## config.mk

```make
export PLATFORM = sky130hd
export DESIGN_NAME = fir_engine
export DESIGN_NICKNAME = d
export VERILOG_FILES = /design/src/rtl/fir_engine.sv
export SDC_FILE = /design/constraint.sdc
export NUM_CORES = 2
export LEC_CHECK = 0
export ABC_AREA = 0
export ABC_CLOCK_PERIOD_IN_PS = 24100
export BUFFER_PORTS_ARGS = -buffer_cell sky130_fd_sc_hd__buf_4
export CORE_ASPECT_RATIO = 0.5
export CORE_MARGIN = 2
export CORE_UTILIZATION = 25
export DETAILED_ROUTE_END_ITERATION = 16
export GPL_TIMING_DRIVEN = 0
export PLACE_DENSITY = 0.43
export SLEW_MARGIN = 20
export SYNTH_ARGS = -nofsm -noshare
export SYNTH_HDL_FRONTEND = slang
export SYNTH_SLANG_ARGS = --single-unit
export TNS_END_PERCENT = 30
```

## constraint.sdc

```tcl
create_clock -name axis_clk -period 24.1 [get_ports axis_clk]
set_clock_uncertainty 0.05 [all_clocks]
set_input_delay 4.82 -clock axis_clk [delete_from_list [all_inputs] [get_ports axis_clk]]
set_output_delay 4.82 -clock axis_clk [all_outputs]
set_load 0.03 [all_outputs]
```

## src/rtl/fir_engine.sv

```systemverilog
// 11-tap FIR accelerator: AXI-Lite config, AXI-Stream in/out,
// taps and sample history held in two external single-port BRAMs.
module fir_engine #(
  parameter int pADDR_WIDTH = 12,
  parameter int pDATA_WIDTH = 32,
  parameter int Tape_Num    = 11
) (
  output logic                   awready,
  output logic                   wready,
  input  logic                   awvalid,
  input  logic [pADDR_WIDTH-1:0] awaddr,
  input  logic                   wvalid,
  input  logic [pDATA_WIDTH-1:0] wdata,
  output logic                   arready,
  input  logic                   rready,
  input  logic                   arvalid,
  input  logic [pADDR_WIDTH-1:0] araddr,
  output logic                   rvalid,
  output logic [pDATA_WIDTH-1:0] rdata,
  input  logic                   ss_tvalid,
  input  logic [pDATA_WIDTH-1:0] ss_tdata,
  input  logic                   ss_tlast,
  output logic                   ss_tready,
  input  logic                   sm_tready,
  output logic                   sm_tvalid,
  output logic [pDATA_WIDTH-1:0] sm_tdata,
  output logic                   sm_tlast,
  output logic [3:0]             tap_WE,
  output logic                   tap_EN,
  output logic [pDATA_WIDTH-1:0] tap_Di,
  output logic [pADDR_WIDTH-1:0] tap_A,
  input  logic [pDATA_WIDTH-1:0] tap_Do,
  output logic [3:0]             data_WE,
  output logic                   data_EN,
  output logic [pDATA_WIDTH-1:0] data_Di,
  output logic [pADDR_WIDTH-1:0] data_A,
  input  logic [pDATA_WIDTH-1:0] data_Do,
  input  logic                   axis_clk,
  input  logic                   axis_rst_n
);

  typedef enum logic [2:0] {
    IDLE, CLEAR, WAIT_IN, MAC, OUT
  } state_t;

  localparam logic [3:0] NT = 4'(Tape_Num);
  localparam logic [3:0] LAST_TAP = 4'(Tape_Num - 1);
  localparam logic [pADDR_WIDTH-1:0] CTRL_A = '0;
  localparam logic [pADDR_WIDTH-1:0] LEN_A = pADDR_WIDTH'('h10);
  localparam logic [pADDR_WIDTH-1:0] TAP_LO = pADDR_WIDTH'('h20);
  localparam logic [pADDR_WIDTH-1:0] TAP_HI = pADDR_WIDTH'('h48);

  state_t state, state_d;
  logic [3:0] cnt, wptr, dptr;
  logic [pDATA_WIDTH-1:0] data_length, remain;
  logic [pDATA_WIDTH-1:0] acc, prod, rd_val;
  logic start_bit, done, idle, aw_ack;
  logic [1:0] rph;
  logic [pADDR_WIDTH-1:0] raddr;
  logic wr_fire, start_req, wr_tap, rd_tap;
  logic unused_tlast;

  function automatic logic is_tap(input logic [pADDR_WIDTH-1:0] a);
    return (a >= TAP_LO) && (a <= TAP_HI) && (a[1:0] == 2'b00);
  endfunction

  function automatic logic [pADDR_WIDTH-1:0] waddr(input logic [3:0] i);
    return pADDR_WIDTH'({i, 2'b00});
  endfunction

  assign unused_tlast = ss_tlast;
  assign awready = aw_ack;
  assign wready  = aw_ack;
  assign arready = (rph == 2'd1);
  assign rvalid  = (rph == 2'd3);

  // Writes wait out the read-address cycle so the tap port never collides
  assign wr_fire = !axis_rst_n && awvalid && wvalid && !aw_ack
                   && (rph != 2'd1);
  assign start_req = wr_fire && (awaddr == CTRL_A) && wdata[0]
                     && (state == IDLE);
  assign wr_tap = wr_fire && is_tap(awaddr) && (state == IDLE);
  assign rd_tap = (rph == 2'd1) && is_tap(raddr) && (state == IDLE);

  assign dptr = (wptr >= cnt) ? wptr - cnt : wptr + NT - cnt;
  assign prod = tap_Do * data_Do;

  always_comb begin
    state_d   = state;
    ss_tready = 1'b0;
    tap_EN    = 1'b0;
    tap_WE    = 4'h0;
    tap_A     = '0;
    tap_Di    = '0;
    data_EN   = 1'b0;
    data_WE   = 4'h0;
    data_A    = '0;
    data_Di   = '0;
    if (wr_tap) begin
      tap_EN = 1'b1;
      tap_WE = 4'hF;
      tap_A  = awaddr - TAP_LO;
      tap_Di = wdata;
    end else if (rd_tap) begin
      tap_EN = 1'b1;
      tap_A  = raddr - TAP_LO;
    end
    unique case (state)
      IDLE: begin
        if (start_req)
          state_d = (data_length == '0) ? IDLE : CLEAR;
      end
      CLEAR: begin
        data_EN = 1'b1;
        data_WE = 4'hF;
        data_A  = waddr(cnt);
        if (cnt == LAST_TAP) state_d = WAIT_IN;
      end
      WAIT_IN: begin
        if (ss_tvalid) begin
          ss_tready = 1'b1;
          data_EN   = 1'b1;
          data_WE   = 4'hF;
          data_A    = waddr(wptr);
          data_Di   = ss_tdata;
          state_d   = MAC;
        end
      end
      MAC: begin
        if (cnt <= LAST_TAP) begin
          tap_EN  = 1'b1;
          tap_A   = waddr(cnt);
          data_EN = 1'b1;
          data_A  = waddr(dptr);
        end
        if (cnt == NT) state_d = OUT;
      end
      OUT: begin
        if (sm_tready)
          state_d = (remain == 32'd1) ? IDLE : WAIT_IN;
      end
      default: state_d = IDLE;
    endcase
  end

  always_comb begin
    rd_val = '0;
    if (raddr == CTRL_A)
      rd_val = {{(pDATA_WIDTH-3){1'b0}}, idle, done, start_bit};
    else if (raddr == LEN_A)
      rd_val = data_length;
    else if (is_tap(raddr))
      rd_val = (state == IDLE) ? tap_Do : '1;
  end

  always_ff @(posedge axis_clk or posedge axis_rst_n) begin
    if (axis_rst_n) begin
      state       <= IDLE;
      cnt         <= '0;
      wptr        <= '0;
      data_length <= '0;
      remain      <= '0;
      acc         <= '0;
      start_bit   <= 1'b0;
      done        <= 1'b0;
      idle        <= 1'b1;
      aw_ack      <= 1'b0;
      rph         <= 2'd0;
      raddr       <= '0;
      rdata       <= '0;
      sm_tvalid   <= 1'b0;
      sm_tdata    <= '0;
      sm_tlast    <= 1'b0;
    end else begin
      state  <= state_d;
      aw_ack <= wr_fire;
      cnt    <= (state_d != state) ? 4'd0 : cnt + 4'd1;
      if (wr_fire && awaddr == LEN_A) data_length <= wdata;
      unique case (rph)
        2'd0: begin
          if (arvalid) begin
            rph   <= 2'd1;
            raddr <= araddr;
          end
        end
        2'd1: rph <= 2'd2;
        2'd2: begin
          rph   <= 2'd3;
          rdata <= rd_val;
        end
        default: if (rready) rph <= 2'd0;
      endcase
      unique case (state)
        IDLE: begin
          if (start_req) begin
            if (data_length == '0) begin
              done <= 1'b1;
              idle <= 1'b1;
            end else begin
              done      <= 1'b0;
              idle      <= 1'b0;
              start_bit <= 1'b1;
              remain    <= data_length;
              wptr      <= '0;
            end
          end
        end
        CLEAR: if (state_d == WAIT_IN) start_bit <= 1'b0;
        WAIT_IN: if (ss_tvalid) acc <= '0;
        MAC: begin
          // Products trail the addresses by one cycle of BRAM latency
          if (cnt != 4'd0) begin
            acc <= acc + prod;
            if (cnt == NT) begin
              sm_tvalid <= 1'b1;
              sm_tdata  <= acc + prod;
              sm_tlast  <= (remain == 32'd1);
            end
          end
        end
        OUT: begin
          if (sm_tready) begin
            sm_tvalid <= 1'b0;
            sm_tlast  <= 1'b0;
            remain    <= remain - 32'd1;
            wptr      <= (wptr == LAST_TAP) ? 4'd0 : wptr + 4'd1;
            if (remain == 32'd1) begin
              done <= 1'b1;
              idle <= 1'b1;
            end
          end
        end
        default: ;
      endcase
    end
  end

endmodule

```

== Word-level counts from Yosys, hierarchy flattened ==
Index checks and enable logic that the tools add are counted.
Storage, ports and cells
  flip-flop bits (word level): 191
  bits in latches: 0
  RAM bits: 0
  ROM bits: 0
  output and inout port bits: 169
  logic and storage cells: 162
  memories: 0
Cells by class
  add/sub/neg operators: 9
  multipliers: 1
  divide/modulo/power cells: 0
  magnitude comparators: 6
  eq/ne operators: 25
  shifts and indexed selects: 0
  mux-type cells: 66
  bitwise gates (word level): 0
  reduce and logical (&&, ||, !) cells: 39
Operator list (count)
  two-way mux 32 bit: 12
  one-hot mux 32 bit (2 select lines): 2
  two-way mux 12 bit: 4
  adder 32 bit: 1
  equality test 32 x 1 -> 1 bit, second input constant: 1
  zero test 32 bit: 1
  multiplier 32 x 32 -> 32 bit: 1
  two-way mux 4 bit: 8
  subtractor 32 x 1 -> 32 bit, second input constant: 1
  equality test 12 x 5 -> 1 bit, second input constant: 2
  >= comparator 12 x 6 -> 1 bit, second input constant: 2
  less-or-equal comparator 12 x 7 -> 1 bit, second input constant: 2
  zero test 12 bit: 2
  subtractor 12 x 6 -> 12 bit, second input constant: 2
  two-way mux 1 bit: 20
  != test 2 bit, second input constant: 9
  one-hot mux 6 bit (3 select lines): 1
  logical AND 1 bit: 16
  one-hot mux 4 bit (2 select lines): 2
  AND reduction 4 bit: 4
  two-way mux 3 bit: 5
  one-hot mux 3 bit (5 select lines): 1
  equality test 4 bit, second input constant: 3
  two-way mux 6 bit: 2
  23 further kinds: 42

== Depth between registers and ports, before layout ==
  word-level depth: 13
  gate-level depth with buffers: 29

== Worst setup path after synthesis ==
OpenSTA, ideal clock, no wires.
  path type: input port to output port
  start point: input axis_rst_n
  end point: output tap_A[5]
  arrival: 11177 ps
  setup slack: 8053 ps
  cell stages on the path: 10
  path buffers: 1
  cell sequence: inv_1 -> nand4_1 -> or4_1 -> nor2_1 -> and3_1 -> clkbuf_1 -> inv_1 -> o22ai_1 -> a21oi_1 -> a21oi_1
On the way
  longest elaborated chain between the ends: 10
RTL lines
  start: declaration: RTL line 39  | input logic axis_rst_n
  zero test 1 bit (no line) (*)
  logical AND 1 bit (*) (3 in series): RTL line 78  | assign wr_fire = !axis_rst_n && awvalid && wvalid && !aw_ack
  logical AND 1 bit (*): RTL line 79  | && (rph != 2'd1);
  logical AND 1 bit (*) (2 in series): RTL line 82  | assign wr_tap = wr_fire && is_tap(awaddr) && (state == IDLE);
  two-way mux 12 bit (*): RTL line 99  | if (wr_tap) begin
  two-way mux 12 bit: RTL line 130  | if (cnt <= LAST_TAP) begin
  two-way mux 12 bit (*): RTL line 108  | unique case (state)
  end: declaration: RTL line 31  | output logic [pADDR_WIDTH-1:0] tap_A,
Mark *: on every way between the ends. The rest lies on a longest branch, timed or not.

== Final worst setup path ==
Ends and elaborated chain as after synthesis.

==> results.cfg <==
[outcome]
status = completed

[routing]
via_per_inst = 4.623
drt-pass1-iter-count = 5
drtIter0Drc = 1603
routed_wl_um = 107400
avgRoutedWirePerCell_um = 22.63
num_vias = 21940
remaining_drc_errors = 0
drtAntennaViolNets = 0

[timing]
worst_slew_pin_slew_ns = 1.256
timing.final.ws_setup_ns = 10.84
fin_setup_tns_ns = 0
grt_setup_unrepaired = false
max_freq_mhz = 75.39
maxSlewHeadroom = 0.1624
fin_crit_ns = 13.26
hold_viol = 0
fin_crit_sh = 0.5504
slew_violations = 0
setup_viol = 0

[logic_synthesis]
synth_commonest_cells = 512 x inv_1, 441 x fa_1, 374 x and2_1
ys_seq_elements = 191
yosys_warnings = 0
synthArstFlopShare = 1.000
syn-cell-area_um2 = 26770
yosysMostFrequentCell = inv_1
seq_area_frac_synth = 0.1786
netlist.top_cell.by_area = fa_1
synthFlopType = dfrtp_1
synth.avg_cell_area_um2 = 9.015
ys_types = 72
synth_top_area_frac = 0.3298
syn-instance-count = 2970
synth_edf_count = 0
synth.area.top_cells = fa_1 33%, dfrtp_1 18%, and2_1 8.7%

[placement]
place_hpwl_um = 88110
gp_congestion = 0.8941
post-place-ws_ns = 10.46
io_buffers = 309

[die]
core_um2 = 105600
die_h_um = 235.4
initial_core_util = 0.2535
die_x_um = 466.8
die_area_um2 = 109900
rows = 84
pin_count = 330

[grt]
grt_max_degree = 96
antenna_found_initial = 10
overflow = 0
grt_pass1_vias = 22520
track_usage = 0.1962
grt_pass1_wl_um = 158300

[setup_path]
r2r_cells = 24
worst_setup_path_end_kind = primary output
arrival_ns = 8.39
setup.worst_path.start_class = input port
crit_fanout = 71
worstSetupPathType = in -> out
crit_required_ns = 19.23
r2r_slack_ns = 16.15

[hold_path]
hold_path_depth = 2
min_path_type = reg -> reg

[finish]
fin_nets = 4059
area_delta_synth_final_pct = 17.95
drive_gt1_frac = 0.1330

[clock_network]
clock_path_buffers = 2
path_clk_slew_ns = 0.07
cts_tree = done
clkSinkCount = 191
cts_setup_buffers = 0
h-tree-depth = 4
root_buffer = clkbuf_16
clock_latency_ns = 0.49
post_cts_resized = 0
holdBufCountCts = 0
numCtsBuffers = 17

[job]
drv_cap = 0
-- layout by cell type (no fill, tap or decap), types with 21 or more instances in the layout --
master / Yosys / final
a21oi_1: 117 / 117
mux2_2: 52 / 52
nand2_1: 363 / 363
nor3_1: 24 / 23
ha_1: 147 / 147
buf_4: 18 / 327
xor2_1: 24 / 24
clkbuf_1: 150 / 147
inv_1: 512 / 511
and2_1: 374 / 374
o21ai_0: 106 / 106
a22o_1: 22 / 22
nand3_1: 21 / 21
dfrtp_1: 190 / 190
a31oi_1: 34 / 34
xnor2_1: 73 / 73
nor2_1: 124 / 123
fa_1: 441 / 441
-- worst max-delay path, stage by stage --
cell and delay [ns]:
buf_4 0.13, inv_8 0.18, buf_16 0.33, nand4_1 0.17, or4_1 0.63, nor2_1 0.27
and3_1 0.19, clkbuf_1 0.65, inv_1 0.35, o22ai_1 0.20, a21oi_1 0.06, a21oi_1 0.13
buf_4 0.19
-- cell families (layout without fill, tap and decap cells) --
logic type | count (synthesis) | after routing | synth area share
AND/OR/NAND/NOR | 977 | 977 | 0.1838
buffers and inverters | 693 | 1037 | 0.1015
adder cells (fa/ha/maj) | 588 | 588 | 0.3984
AO/OA/AOI/OAI | 368 | 368 | 0.08286
flip-flops | 191 | 191 | 0.1786
XOR/XNOR | 97 | 97 | 0.03173
multiplexers | 55 | 55 | 0.02299
other | 1 | 13 | 0.0001401
-- state kept, by name, summed over array words and instances (netlist names) --
register and count:
sm_tvalid 1, rdata 32, start_bit 1, raddr 12, sm_tlast 1, wptr 4, cnt 4, sm_tdata 32
remain 32, data_length 32, awready 1, rph 2, acc 32, done 1, idle 1, state 3
-- stage by stage --
step,utilization,hold slack [ns],std cells,cell area (um^2)
after floorplan,-,0.3933,2979,26810
after CTS,0.2989,0.4346,4742,31570
after global routing,0.2989,0.4638,4743,31580
final,0.2990,0.4275,4745,31580
after detailed placement,0.2934,0.4181,4710,30990
after global placement,0.2926,0.4145,4707,30900
-- per-layer routing --
metal  up-vias  GRT usage  wire length (um)
li1       9815          -                 -
met5         -          0                 8
met4         2    0.04874              2347
met3       104    0.02878              6399
met1     11360     0.2759             48370
met2       653     0.3151             50270
-- area by class of cell --
class	instances	area (um^2)
Inverter	512	1929
Buffer	181	799.5
Timing Repair Buffer	312	2386
Multi-Input combinational cell	2095	19320
Fill cell	11260	74050
Clock buffer	18	439.2
Sequential cell	191	4781
Antenna cell	3	7.507
Clock inverter	14	146.4
Tap cell	1419	1775
-- final timing paths --
path / startpoint / endpoint
max in group asynchronous: axis_rst_n / rdata[14]$_DFFE_PP0P_
min in group asynchronous: axis_rst_n / raddr[7]$_DFFE_PP0P_
hold / removal: sm_tdata[15]$_DFFE_PP0P_ / sm_tdata[15]$_DFFE_PP0P_
setup / recovery: axis_rst_n / tap_A[5]
hold reg to reg: sm_tdata[15]$_DFFE_PP0P_ / sm_tdata[15]$_DFFE_PP0P_
setup reg to reg: acc[21]$_DFFE_PP0P_ / sm_tdata[31]$_DFFE_PP0P_
Power is left out: the tool's default activity adds up to more than one toggle a clock period on the data nets, which glitch-free logic cannot reach.
